$ cat config.mk
export PLATFORM = sky130hd
export DESIGN_NAME = demux_1_2_stream
export DESIGN_NICKNAME = d
export VERILOG_FILES = /design/src/rtl/demux_1_2_stream.sv
export SDC_FILE = /design/constraint.sdc
export NUM_CORES = 1
export LEC_CHECK = 0
export ABC_AREA = 1
export CAP_MARGIN = 20
export CORE_UTILIZATION = 45
export CTS_BUF_LIST = sky130_fd_sc_hd__clkbuf_8
export DETAILED_ROUTE_END_ITERATION = 6
export GPL_ROUTABILITY_DRIVEN = 1
export HOLD_SLACK_MARGIN = 0.12
export PLACE_DENSITY = 0.79
export SLEW_MARGIN = 20
export SYNTH_ARGS = -nofsm -noshare
export SYNTH_HDL_FRONTEND = slang
export SYNTH_SLANG_ARGS = --single-unit
$ cat constraint.sdc
create_clock -name clk -period 4.3 [get_ports clk]
set_clock_uncertainty 0.05 [all_clocks]
set_input_delay 1.29 -clock clk [delete_from_list [all_inputs] [get_ports clk]]
set_output_delay 1.29 -clock clk [all_outputs]
set_load 0.02 [all_outputs]
$ cat src/rtl/demux_1_2_stream.sv
// Purpose: 1-to-2 stream demultiplexer. Each accepted input word is routed by
//          in_sel into a single-entry holding register for output port 0 or 1.
//          Per-port 16-bit transfer counters wrap on overflow.
// Ports:
//   clk, rst                 clock, synchronous active-high reset
//   in_data/in_sel/in_valid  input stream (payload, destination select, valid)
//   in_ready                 combinational accept indication for the input
//   outK_data/outK_valid     port K registered payload and valid (K = 0, 1)
//   outK_ready               port K consumer ready
//   cnt0, cnt1               completed transfer counts per port
module demux_1_2_stream #(
  parameter int unsigned N = 64
) (
  input  logic          clk,
  input  logic          rst,
  input  logic [N-1:0]  in_data,
  input  logic          in_sel,
  input  logic          in_valid,
  output logic          in_ready,
  output logic [N-1:0]  out0_data,
  output logic          out0_valid,
  input  logic          out0_ready,
  output logic [N-1:0]  out1_data,
  output logic          out1_valid,
  input  logic          out1_ready,
  output logic [15:0]   cnt0,
  output logic [15:0]   cnt1
);

  localparam int unsigned CNT_W = 16;

  logic [N-1:0]     out0_data_q, out0_data_d;
  logic [N-1:0]     out1_data_q, out1_data_d;
  logic             out0_valid_q, out0_valid_d;
  logic             out1_valid_q, out1_valid_d;
  logic [CNT_W-1:0] cnt0_q, cnt0_d;
  logic [CNT_W-1:0] cnt1_q, cnt1_d;

  logic xfer0, xfer1, accept;

  // Port transfers complete when a held word meets a ready consumer.
  assign xfer0 = out0_valid_q & out0_ready;
  assign xfer1 = out1_valid_q & out1_ready;

  // Ready looks only at the selected port: empty, or draining this cycle.
  always_comb begin
    in_ready = 1'b0;
    if (!rst) begin
      if (in_sel) in_ready = !out1_valid_q || xfer1;
      else        in_ready = !out0_valid_q || xfer0;
    end
  end

  assign accept = in_valid & in_ready;

  // Next-state for holding registers and counters.
  always_comb begin
    out0_data_d  = out0_data_q;
    out1_data_d  = out1_data_q;
    out0_valid_d = out0_valid_q;
    out1_valid_d = out1_valid_q;
    cnt0_d       = cnt0_q;
    cnt1_d       = cnt1_q;

    if (xfer0) begin
      out0_valid_d = 1'b0;
      cnt0_d       = cnt0_q + CNT_W'(1);
    end
    if (xfer1) begin
      out1_valid_d = 1'b0;
      cnt1_d       = cnt1_q + CNT_W'(1);
    end

    // A reload at the same edge as a drain keeps valid high with new data.
    if (accept) begin
      if (in_sel) begin
        out1_data_d  = in_data;
        out1_valid_d = 1'b1;
      end else begin
        out0_data_d  = in_data;
        out0_valid_d = 1'b1;
      end
    end
  end

  // State registers; reset discards held words without counting them.
  always_ff @(posedge clk) begin
    if (rst) begin
      out0_data_q  <= '0;
      out1_data_q  <= '0;
      out0_valid_q <= 1'b0;
      out1_valid_q <= 1'b0;
      cnt0_q       <= '0;
      cnt1_q       <= '0;
    end else begin
      out0_data_q  <= out0_data_d;
      out1_data_q  <= out1_data_d;
      out0_valid_q <= out0_valid_d;
      out1_valid_q <= out1_valid_d;
      cnt0_q       <= cnt0_d;
      cnt1_q       <= cnt1_d;
    end
  end

  assign out0_data  = out0_data_q;
  assign out1_data  = out1_data_q;
  assign out0_valid = out0_valid_q;
  assign out1_valid = out1_valid_q;
  assign cnt0       = cnt0_q;
  assign cnt1       = cnt1_q;

endmodule

==> impl_summary.md, run 1 <==
STA
The share of the clock period used by the worst path after layout is 94.0%. Setup repair after global routing left no endpoint under its margin. Based on the critical path, the design can be clocked at up to 0.247 GHz.

The worst max-slew margin expressed relative to the limit is 33.4%. For the pin with the worst max-slew slack, the measured transition is 999 ps. The count of pins over their slew limit is 0.

The post-route setup TNS is 0 ps. Across all hold checks on the routed design, the worst slack comes to 424 ps. Across all setup checks in the final design, the least slack found is 259 ps. For the finished layout, the period the worst path requires is 4040 ps. The setup violation total in the final timing report is 0.

The total count of hold-check failures in the final report is 0.

Yosys
Yosys instantiated no cell more often than sky130_fd_sc_hd__nor2_1. The post-synth design cell area is 7030 um2. After synthesis, the cell types taking the most area are sky130_fd_sc_hd__dfxtp_1 46%, sky130_fd_sc_hd__nor2_1 16%, sky130_fd_sc_hd__nand2_1 14%, sky130_fd_sc_hd__inv_1 8.9%, sky130_fd_sc_hd__nand4_1 5.9%.

For this run, the leading register cell type out of synthesis is sky130_fd_sc_hd__dfxtp_1. The mean instance size in the synthesized netlist is 6.52 um2. The post-synthesis sequential area ratio is 46.1%. Synthesis produced a netlist with a net count of 1,151. Summed over all instances, the cell type with the most area after synthesis is sky130_fd_sc_hd__dfxtp_1. Counting instances in the post-synthesis netlist gives the leading cell types as 300 x sky130_fd_sc_hd__nor2_1, 254 x sky130_fd_sc_hd__nand2_1, 166 x sky130_fd_sc_hd__inv_1.

The gate count after technology mapping is 1,079. The fraction of registers with async set or reset after synthesis is 0%. Counting distinct cell types in the post-synthesis netlist gives 21. The synthesized design contains 0 enable-type register cells. The post-synthesis register bit count is 162.

The synthesized design devotes to its leading area cell type 46.1% of total area. For this run, the number of Yosys warnings is 0.

Placed design
Buffers placed on the I/O ports in this run total 232. OpenSTA, run right after detailed placement, puts the worst setup slack at 255 ps. The number of instances in the placed design is 1,452. The placed instances occupy a cell area of 9430 um2. The placed wire-length estimate is 12,500 um. Routability-driven placement finished with a final weighted congestion of 0.809.

Floorplan
The die area is 16,100 um2. The area of the core is 15,200 um2. In this run the horizontal extent of the chip is 127 um. The floorplan has 45 rows.

The count of pins on the block boundary is 233. The vertical extent of the die is 127 um. The initial utilization of the core area, before any placement, comes to 46.3%.

Pwr
Dividing total power by cell area gives a power density of 317 nW/um2. Across the VDD grid, the largest voltage drop is 0.000216 V. The analysis attributes to cell leakage a power of 4.55 nW. The sum of internal, switching and leakage power is 3.10 mW.

Routing
The number of remaining DRC errors is 0. The violation count after the first detailed-routing iteration is 401. The detail-routed via count per cell is 4.74. The antenna violation net count after detailed routing is 0. The routed design has 18,700 um of wire. The routed via count is 7,041. The wire length per cell is 12.6 um. For this run, the detailed router's first-pass iteration total came to 7.

Setup path
The maximum net fanout on the critical path is 2. The worst setup path startpoint is out0_ready. The startpoint of the most critical register-to-register path is out1_valid$_SDFF_PP0_. STA classifies the critical path endpoint as a primary output. Data on the critical path is required at its endpoint by 2960 ps.

The cell count of the worst reg-to-reg path is 9. For the worst setup path, the data arrival time is 2700 ps. The critical path launch point type is an input port. The critical path in this run is classified as input port to primary output. The worst register-to-register path has a setup slack of 1980 ps.

Clocking
The number of setup buffers added after CTS is 0. The CTS clock-pin slew for the worst setup and hold paths is 80 ps. The clock sink count is 162. The H-tree depth is 4.

In this run, CTS created clock tree buffers numbering 17. In this run, post-CTS hold repair placed 0 buffers. Post-CTS repair changed the size of 0 cells. The worst-skew pair later-pin latency is 450 ps. The TritonCTS clock tree is built. The CTS root buffer is sky130_fd_sc_hd__clkbuf_8. The number of buffers on the longest clock path is 2.

Hold path
The min-delay analysis places its worst path in the category flip-flop to flip-flop. The depth of the worst hold-timing path is 2. In this run the most critical hold path is launched from out0_data[34]$_SDFFE_PP0P_.

Finish
After routing the design area is 9770 um2. 0 antenna diodes ended up in the layout. The share of final-layout standard cells stronger than drive strength 1 is 3.78%.

The post-layout instance count excluding filler cells is 1,484. Relative to the synthesized area, the layout overhead comes to 38.9%. The final layout contains 1,355 nets. The layout has 1,385 filler cells.

The core utilization of the finished layout is 64.3%.

GRT
The number of global-route vias before repair is 6,426. The initial antenna violation count came to 0. Entering global routing, the biggest net connects 99 pins. The total overflow left after global routing is 0. In the global route stage, overall resource usage came out at 23.6%. The first global-routing pass estimated 30,700 um of wire.

Job
Across the run, the number of max-cap violations was 0.

Status
The run finished with clean final reports.
-- cells by family (layout without fill, tap and decap cells) --
group | after synthesis | after routing | share of synthesized area [%]
simple gates | 650 | 650 | 37.8
buf+inv | 226 | 443 | 12.9
fa+ha+maj | 2 | 2 | 0.356
compound gates | 39 | 39 | 2.88
flops | 162 | 162 | 46.1
-- worst max-delay path, cell delays in order --
cell	delay, ps
sky130_fd_sc_hd__clkdlybuf4s50_1	480
sky130_fd_sc_hd__inv_1	50
sky130_fd_sc_hd__nand2_1	70
sky130_fd_sc_hd__nor2_1	70
sky130_fd_sc_hd__nor2_4	130
sky130_fd_sc_hd__clkdlybuf4s50_1	610
-- layer usage --
| layer | vias to the layer above | part of all wire (%) | GRT usage (%) | routed length, um |
|---|---|---|---|---|
| li1 | 3659 | - | - | - |
| met1 | 3159 | 44 | 27.8 | 8190 |
| met2 | 194 | 47 | 39.9 | 8690 |
| met3 | 29 | 7.7 | 8.04 | 1440 |
| met4 | 0 | 1.9 | 8.75 | 349 |
| met5 | - | 0 | 0 | 0 |
-- registers in the layout, summed over array words and instances, names as in the netlist --
register,count
out0_data,64
cnt1,16
out1_valid,1
out0_valid,1
cnt0,16
out1_data,64
-- worst paths after layout --
path / endpoint
min reg2reg: out0_data[34]$_SDFFE_PP0P_
min: out0_data[34]$_SDFFE_PP0P_
max reg2reg: out0_data[59]$_SDFFE_PP0P_
max: in_ready
-- cell type report --
| class | count | area (um2) | share of cell area, % |
|---|---|---|---|
| multi-input cells | 691 | 2900 | 29.7 |
| repair buffers | 243 | 2410 | 24.7 |
| inverters | 168 | 633 | 6.48 |
| clock inverters | 14 | 95.1 | 0.973 |
| well taps | 188 | 235 | 2.41 |
| flip-flops and latches | 162 | 3240 | 33.2 |
| clock buffers | 18 | 248 | 2.54 |
-- layout by cell type, fill, tap and decap left out --
cell / synthesis / routed
sky130_fd_sc_hd__buf_12: 0 / 1
sky130_fd_sc_hd__o21ai_0: 15 / 15
sky130_fd_sc_hd__inv_4: 0 / 1
sky130_fd_sc_hd__clkbuf_8: 0 / 18
sky130_fd_sc_hd__o21bai_1: 1 / 1
sky130_fd_sc_hd__clkinv_4: 0 / 4
sky130_fd_sc_hd__nand2_1: 254 / 254
sky130_fd_sc_hd__o21a_1: 2 / 2
sky130_fd_sc_hd__clkinv_2: 0 / 3
sky130_fd_sc_hd__nor2_1: 300 / 300
sky130_fd_sc_hd__clkinvlp_4: 0 / 5
sky130_fd_sc_hd__a21oi_1: 21 / 21
sky130_fd_sc_hd__inv_1: 166 / 167
sky130_fd_sc_hd__buf_4: 5 / 10
sky130_fd_sc_hd__nand3_1: 21 / 20
sky130_fd_sc_hd__nor3_1: 5 / 5
sky130_fd_sc_hd__buf_2: 19 / 1
sky130_fd_sc_hd__nand3_4: 0 / 1
sky130_fd_sc_hd__ha_1: 2 / 2
sky130_fd_sc_hd__clkdlybuf4s50_1: 0 / 231
sky130_fd_sc_hd__nand4_1: 66 / 66
sky130_fd_sc_hd__inv_2: 2 / 2
sky130_fd_sc_hd__nand3b_1: 1 / 1
sky130_fd_sc_hd__nor2_4: 0 / 1
sky130_fd_sc_hd__dfxtp_1: 162 / 162
sky130_fd_sc_hd__nor3_2: 2 / 2
-- power by group --
part,switching [mW],internal (mW)
logic,0.291,0.232
registers,0.0332,1.56
clock network,0.568,0.408
(Power assumes the default switching activity.)
==> run 2: changes to the inputs <==
--- a/config.mk
+++ b/config.mk
@@ -6,6 +6,7 @@
 export NUM_CORES = 1
 export LEC_CHECK = 0
 export ABC_AREA = 1
+export ABC_CLOCK_PERIOD_IN_PS = 4300
 export CAP_MARGIN = 20
 export CORE_UTILIZATION = 45
 export CTS_BUF_LIST = sky130_fd_sc_hd__clkbuf_8
==> constraint.sdc (replaced) <==
create_clock -name clk -period 4.3 [get_ports clk]
set_clock_uncertainty 0.05 [all_clocks]
set_input_delay 1.075 -clock clk [delete_from_list [all_inputs] [get_ports clk]]
set_output_delay 1.075 -clock clk [all_outputs]
set_load 0.02 [all_outputs]
==> impl_summary.md, run 2 (synthesized netlist as in run 1, its figures left out) <==
Status
The run finished with clean final reports.

Setup path
The kind of end point of the critical path is a primary output. The biggest cell delay along the critical path came to 630 ps (+20 ps). The maximum net fanout on the critical path was 4 (+2). Among the stages of the critical path, the cell type that occurs most often is sky130_fd_sc_hd__clkdlybuf4s50_1. The endpoint arrival time on the critical path is 2590 ps (-110 ps). The critical path launch point type is an input port. The critical path goes through clkdlybuf4s50_1, nand3_1, nand2_1, nor2_4, clkdlybuf4s50_1. The required arrival time at the worst endpoint is 3170 ps (+210 ps). The largest individual stage delay along the critical path comes from the cell sky130_fd_sc_hd__clkdlybuf4s50_1. The kind of critical path is input port to primary output. The kind of cell adding the most delay to the critical path is buffers and inverters.

The buffer and inverter count on the worst path is 2 (-1).

Clocking
The H-tree depth is 4 (unchanged). The number of gates given a new drive strength after cts came to 0 (unchanged). The CTS clock-pin slew for the worst setup and hold paths is 80 ps (about the same). The CTS root buffer is sky130_fd_sc_hd__clkbuf_8. The worst-skew pair later-pin latency is 440 ps (about the same). TritonCTS built the clock tree. The clock sink count is 162 (unchanged).

The cts-stage hold buffer count is 0 (unchanged). The number of CTS-inserted buffers was 17 (unchanged). The buffers inserted during post-CTS setup optimization came to 0 (unchanged). The number of buffers on the longest clock path is 2 (unchanged).

Finish
From synthesis to final layout, the design area changed by 39.4%. Leaving out fill and tap cells, the most frequent cells in the layout are 300 x sky130_fd_sc_hd__nor2_1, 254 x sky130_fd_sc_hd__nand2_1, 231 x sky130_fd_sc_hd__clkdlybuf4s50_1. The count of fill cells added during filler insertion is 1,424 (+2.8%). The library cell used most frequently in the layout, excluding fill and tap cells, is sky130_fd_sc_hd__nor2_1. The share of final-layout standard cells stronger than drive strength 1 was 3.48% (-0.30 points). The total inserted antenna cells was 0 (unchanged).

The finished layout cell area came to 9810 um2 (+0.38%). The number of nets in the finished design is 1,352 (-0.22%).

GRT
The first-pass GRT wire length is 30,200 um (-1.7%). The pin count of the biggest net entering global routing is 107 (+8.1%). The initial antenna violation count came to 0 (unchanged). The global-route usage over all layers came to 23.2% (-0.49 points). The number of global-route vias before repair is 6,244 (-2.8%).

The total grt overflow is 0 (unchanged).

STA
The worst-margin pin slew is 1070 ps (+69.8 ps). The count of pins over their slew limit was 0 (unchanged). The fmax came to 0.269 GHz (+8.6%). The setup violation total in the final timing report was 0 (unchanged).

Setup repair after global routing left no endpoint under its margin. The worst max-slew margin expressed relative to the limit is 28.7% (-4.7 points). The total count of hold-check failures in the final report is 0 (unchanged). The share of the clock period used by the worst path after layout is 86.5% (-7.5 points). The post-route setup TNS is 0 ps (unchanged). The time the worst path needs with I/O delays and setup is 3720 ps (-322 ps).

Placed design
The last weighted congestion value of the routability-driven placer is 0.831 (+2.8%). The count of port buffers added during placement is 232 (unchanged). The placed wire-length estimate is 12,500 um (+0.11%). The instance area at placement was 9430 um2 (about the same).

Pwr
The fraction of power consumed by sequential logic was 49.8% (-1.8 points). The fraction of power consumed by combinational cells came to 16.3% (-0.6 points). The sum of internal, switching and leakage power was 3.20 mW (+3.5%). The fraction of power spent switching nets was 27.2% (-1.6 points).

The maximum resistive drop on vdd was 0.000175 V (-19%). The clock network fraction of design power is 33.8% (+2.3 points). The power density normalized to cell area was 327 nW/um2 (+3.1%). The leakage power was 4.57 nW (+0.62%).

The internal power came to 2.33 mW (+5.8%). The reported net switching power is 0.872 mW (-2.3%).

Floorplan
The row count came to 45 (unchanged). The starting utilization of the core area was 46.3% (unchanged). The vertical extent of the die came to 127 um (unchanged).

The x dimension of the die is 127 um (unchanged). The die area is 16,100 um2 (unchanged). The area of the core is 15,200 um2 (unchanged). The count of pins on the block boundary is 233 (unchanged).

Routing
The routed via count came to 7,041 (unchanged). The number of detailed-routing iterations run before antenna repair is 5 (-2). The number of remaining DRC errors is 0 (unchanged). The wire length per cell is 12.6 um (+0.13%). The violation count after the first detailed-routing iteration came to 349 (-13%). The total length of routed wires is 18,600 um (-0.14%). The antenna violation net count after detailed routing is 0 (unchanged). The detail-routed via count per cell is 4.76 (+0.27%).

Job
The number of maximum-capacitance constraint violations is 0 (unchanged).

Hold path
The worst hold path class is flip-flop to flip-flop.
## run 2: cell count changes in the layout (fill, tap and decap cells not counted), sizes merged
| cell | delta |
|---|---|
| buf | -3 |
| clkinvlp | -3 |
| bufinv | +2 |
| clkinv | -2 |
| clkbuf | +1 |
| inv | +1 |
## run 2: power groups by stage
stage / logic [mW] / clock network (mW) / registers [mW]
5_1_grt: 0.573 / 1.18 / 1.61
4_1_cts: 0.527 / 1.11 / 1.60
3_3_place_gp: 0.518 / 0 / 1.63
2_1_floorplan: 0.195 / 0 / 1.71
3_5_place_dp: 0.524 / 0 / 1.63
6_report: 0.523 / 1.08 / 1.60
## run 2: cell type report
class                   instances  area [um2]  share of cell area (%)
multi-input cells             691        2900                    29.6
well taps                     188         235                    2.40
inverters                     168         633                    6.46
clock inverters                12         116                    1.19
flip-flops and latches        162        3240                    33.1
clock buffers                  19         262                    2.67
repair buffers                240        2410                    24.6
## run 2: worst paths after layout
check / start / to / cells past startpoint / slack [ps]
setup / recovery: in_sel / in_ready / 5 / 580
hold / removal: out0_data[60]$_SDFFE_PP0P_ / out0_data[60]$_SDFFE_PP0P_ / 2 / 420
setup reg to reg: out1_valid$_SDFF_PP0_ / out1_data[1]$_SDFFE_PP0P_ / 9 / 2110
hold reg to reg: out0_data[60]$_SDFFE_PP0P_ / out0_data[60]$_SDFFE_PP0P_ / 2 / 420
## run 2: per-stage QoR
| stage | cells | hold WS [ps] | utilization, % | worst slack [ps] |
|---|---|---|---|---|
| final | 1480 | 419 | 64.5 | 580 |
| after floorplan | 1079 | 497 | - | 1440 |
| after detailed placement | 1449 | 406 | 62.0 | 578 |
| after global placement | 1449 | 397 | 62.0 | 643 |
| after CTS | 1480 | 424 | 64.5 | 576 |
| after global routing | 1480 | 447 | 64.5 | 511 |
## run 2: metal layers
layer,GRT usage (%),up-vias,part of all wire (%),routed length (um)
li1,-,3650,-,-
met1,27.6,3165,44,8130
met2,39.2,203,47,8810
met3,8.08,23,7.7,1440
met4,7.00,0,1.4,265
met5,0,-,0,0
## run 2: worst min-delay path, delay by kind of cell, from the launching register on
kind / cells / cell delay, ps
flip-flops: 1 / 330
AND/OR/NAND/NOR: 2 / 110
==> run 3: changes to the inputs <==
--- a/config.mk
+++ b/config.mk
@@ -6,14 +6,14 @@
 export NUM_CORES = 1
 export LEC_CHECK = 0
 export ABC_AREA = 1
-export ABC_CLOCK_PERIOD_IN_PS = 4300
 export CAP_MARGIN = 20
+export CORE_MARGIN = 2
 export CORE_UTILIZATION = 45
 export CTS_BUF_LIST = sky130_fd_sc_hd__clkbuf_8
 export DETAILED_ROUTE_END_ITERATION = 6
 export GPL_ROUTABILITY_DRIVEN = 1
 export HOLD_SLACK_MARGIN = 0.12
-export PLACE_DENSITY = 0.79
+export PLACE_DENSITY_LB_ADDON = 0.3
 export SLEW_MARGIN = 20
 export SYNTH_ARGS = -nofsm -noshare
 export SYNTH_HDL_FRONTEND = slang
==> impl_summary.md, run 3 (synthesized netlist as in run 1, its figures left out) <==
Finish
The finished layout cell area is 9920 um2 (+1.1%). The total inserted antenna cells is 0 (unchanged). The post-layout instance count excluding filler cells came to 1,506 (+1.8%).

The number of nets in the finished design is 1,354 (+0.15%). The library cells used most frequently in the layout, excluding fill and tap cells, are 300 x sky130_fd_sc_hd__nor2_1, 254 x sky130_fd_sc_hd__nand2_1, 231 x sky130_fd_sc_hd__clkdlybuf4s50_1. The share of final-layout standard cells stronger than drive strength 1 is 3.86% (+0.38 points).

The most common library cell in the layout ignoring fill and taps is sky130_fd_sc_hd__nor2_1. The area growth from synthesis to final layout is 41.0%.

Pwr
The sum of internal, switching and leakage power is 3.35 mW (+4.6%). The power density normalized to cell area was 338 nW/um2 (+3.4%). The fraction of power consumed by sequential logic is 47.7% (-2.1 points). The clock network fraction of design power is 36.7% (+2.9 points).

The leakage power is 4.61 nW (+0.72%). The reported net switching power came to 0.889 mW (+2.0%). The fraction of power spent switching nets is 26.5% (-0.68 points). The fraction of power consumed by combinational cells came to 15.7% (-0.6 points). The internal power is 2.46 mW (+5.5%). The maximum resistive drop on vdd is 0.000208 V (+19%).

Placed design
The number of instances in the placed design came to 1,474 (+1.7%). The placed wire-length estimate is 12,500 um (+0.49%). The last weighted congestion value of the routability-driven placer is 0.838 (+0.88%). The instance area at placement is 9470 um2 (+0.46%). The count of port buffers added during placement was 232 (unchanged).

GRT
The total grt overflow came to 0 (unchanged). The pin count of the biggest net entering global routing was 88 (-18%). The initial antenna violation count is 0 (unchanged). The global-route usage over all layers is 22.2% (-0.93 points). The first-pass GRT wire length is 29,600 um (-1.9%). The number of global-route vias before repair is 6,075 (-2.7%).

Routing
The routed via count is 7,040 (-0.014%). The wire length per cell was 12.5 um (-1.1%). The number of detailed-routing iterations run before antenna repair is 5 (unchanged). The number of remaining DRC errors was 0 (unchanged). The detail-routed via count per cell is 4.67 (-1.7%).

The violation count after the first detailed-routing iteration is 498 (+43%). The total length of routed wires is 18,800 um (+0.59%). The antenna violation net count after detailed routing came to 0 (unchanged).

STA
The worst-margin pin slew is 902 ps (-167 ps). The share of the clock period used by the worst path after layout came to 85.3% (-1.2 points). The setup violation total in the final timing report is 0 (unchanged). The total count of hold-check failures in the final report came to 0 (unchanged).

The minimum hold slack was 418 ps (-0.963 ps). The fmax was 0.273 GHz (+1.4%). The count of pins over their slew limit is 0 (unchanged). The worst max-slew margin expressed relative to the limit is 39.8% (+11 points). The time the worst path needs with I/O delays and setup is 3670 ps (-50.4 ps). The post-route setup TNS was 0 ps (unchanged). Setup repair after global routing left no endpoint under its margin.

Clocking
The buffers inserted during post-CTS setup optimization was 0 (unchanged). The worst-skew pair later-pin latency is 440 ps (about the same). The CTS clock-pin slew for the worst setup and hold paths is 80 ps (about the same). TritonCTS built the clock tree.

The number of CTS-inserted buffers is 17 (unchanged). The number of gates given a new drive strength after cts came to 0 (unchanged). Clock tree synthesis selected as its root buffer the cell sky130_fd_sc_hd__clkbuf_8.

The clock sink count came to 162 (unchanged). The number of buffers on the longest clock path was 2 (unchanged). The cts-stage hold buffer count is 0 (unchanged). The H-tree depth is 4 (unchanged).

Hold path
The tightest min-delay check is of the flip-flop to flip-flop type. The path with the worst hold slack has its endpoint at out0_data[63]$_SDFFE_PP0P_. The beginning of the worst hold path is out0_data[63]$_SDFFE_PP0P_.

The depth of the worst hold-timing path came to 2 (unchanged).

Setup path
The maximum net fanout on the critical path is 4 (unchanged). The cell count of the worst reg-to-reg path came to 9 (unchanged). The register-to-register setup slack is 2160 ps (+50 ps).

The startpoint of the most critical register-to-register path is out1_valid$_SDFF_PP0_. The standard cell with the maximum stage delay on the critical path is sky130_fd_sc_hd__clkdlybuf4s50_1. The required arrival time at the worst endpoint is 3170 ps (about the same). The endpoint arrival time on the critical path is 2540 ps (-50 ps). The kind of end point of the critical path is a primary output.

The critical path launch point type is an input port. The setup path with the least slack is of type input port to primary output. The biggest cell delay along the critical path is 620 ps (about the same). By instance count, the cell type seen most on the critical path is sky130_fd_sc_hd__clkdlybuf4s50_1.

The worst setup path startpoint is in_sel. The reg-to-reg endpoint is out0_data[54]$_SDFFE_PP0P_. Walking the worst path, the cells encountered are clkdlybuf4s50_1, nand3_1, nand2_1, nor2_4, clkdlybuf4s50_1.

Floorplan
The count of pins on the block boundary was 233 (unchanged). The vertical extent of the die is 129 um (+1.6%). The row count is 45 (unchanged). The die area came to 16,600 um2 (+3.2%). The area of the core is 15,300 um2 (+0.37%). The starting utilization of the core area is 46.1% (-0.17 points).

The x dimension of the die is 129 um (+1.6%).

Job
The number of maximum-capacitance constraint violations is 0 (unchanged).

Status
The flow ran to the end, and the final reports show no timing, DRC or antenna violations.
[run 3: final cells by class]
| type | instances | area, um2 |
|---|---|---|
| multi-input cells | 691 | 2900 |
| well taps | 211 | 264 |
| repair buffers | 242 | 2430 |
| clock inverters | 13 | 183 |
| fillers | 1390 | 5340 |
| flip-flops and latches | 162 | 3240 |
| clock buffers | 19 | 262 |
| inverters | 168 | 633 |
[run 3: layer usage]
layer  track usage (%)  share of wire [%]
met5                 0                  0
met4              7.29                1.6
met3              8.55                9.4
met2              36.5                 46
met1              26.9                 43
[run 3: per-stage QoR]
step                      utilization (%)  setup slack (ps)
after floorplan                         -              1440
after global placement               62.1               634
after detailed placement             62.1               623
after CTS                            65.0               623
after global routing                 65.0               531
final                                65.0               631
[run 3: worst max path at each step]
stage          cells after the start  slack, ps  endpoint
6_report                           5        630  in_ready
5_1_grt                            5        530  in_ready
4_1_cts                            5        620  in_ready
3_5_place_dp                       5        620  in_ready
3_3_place_gp                       5        630  in_ready
2_1_floorplan                      5       1440  in_ready
[run 3: power by group through the flow]
| stage | Clock [mW] | Combinational, mW | Sequential [mW] |
|---|---|---|---|
| after global routing | 1.32 | 0.575 | 1.61 |
| after detailed placement | 0 | 0.525 | 1.63 |
| final | 1.23 | 0.526 | 1.60 |
| after floorplan | 0 | 0.195 | 1.71 |
| after CTS | 1.26 | 0.528 | 1.60 |
| after global placement | 0 | 0.521 | 1.63 |
[run 3: worst max-delay path: cells and delay by family]
kind | cells | cell delay, ps
AND/OR/NAND/NOR | 3 | 350
buffers and inverters | 2 | 1120
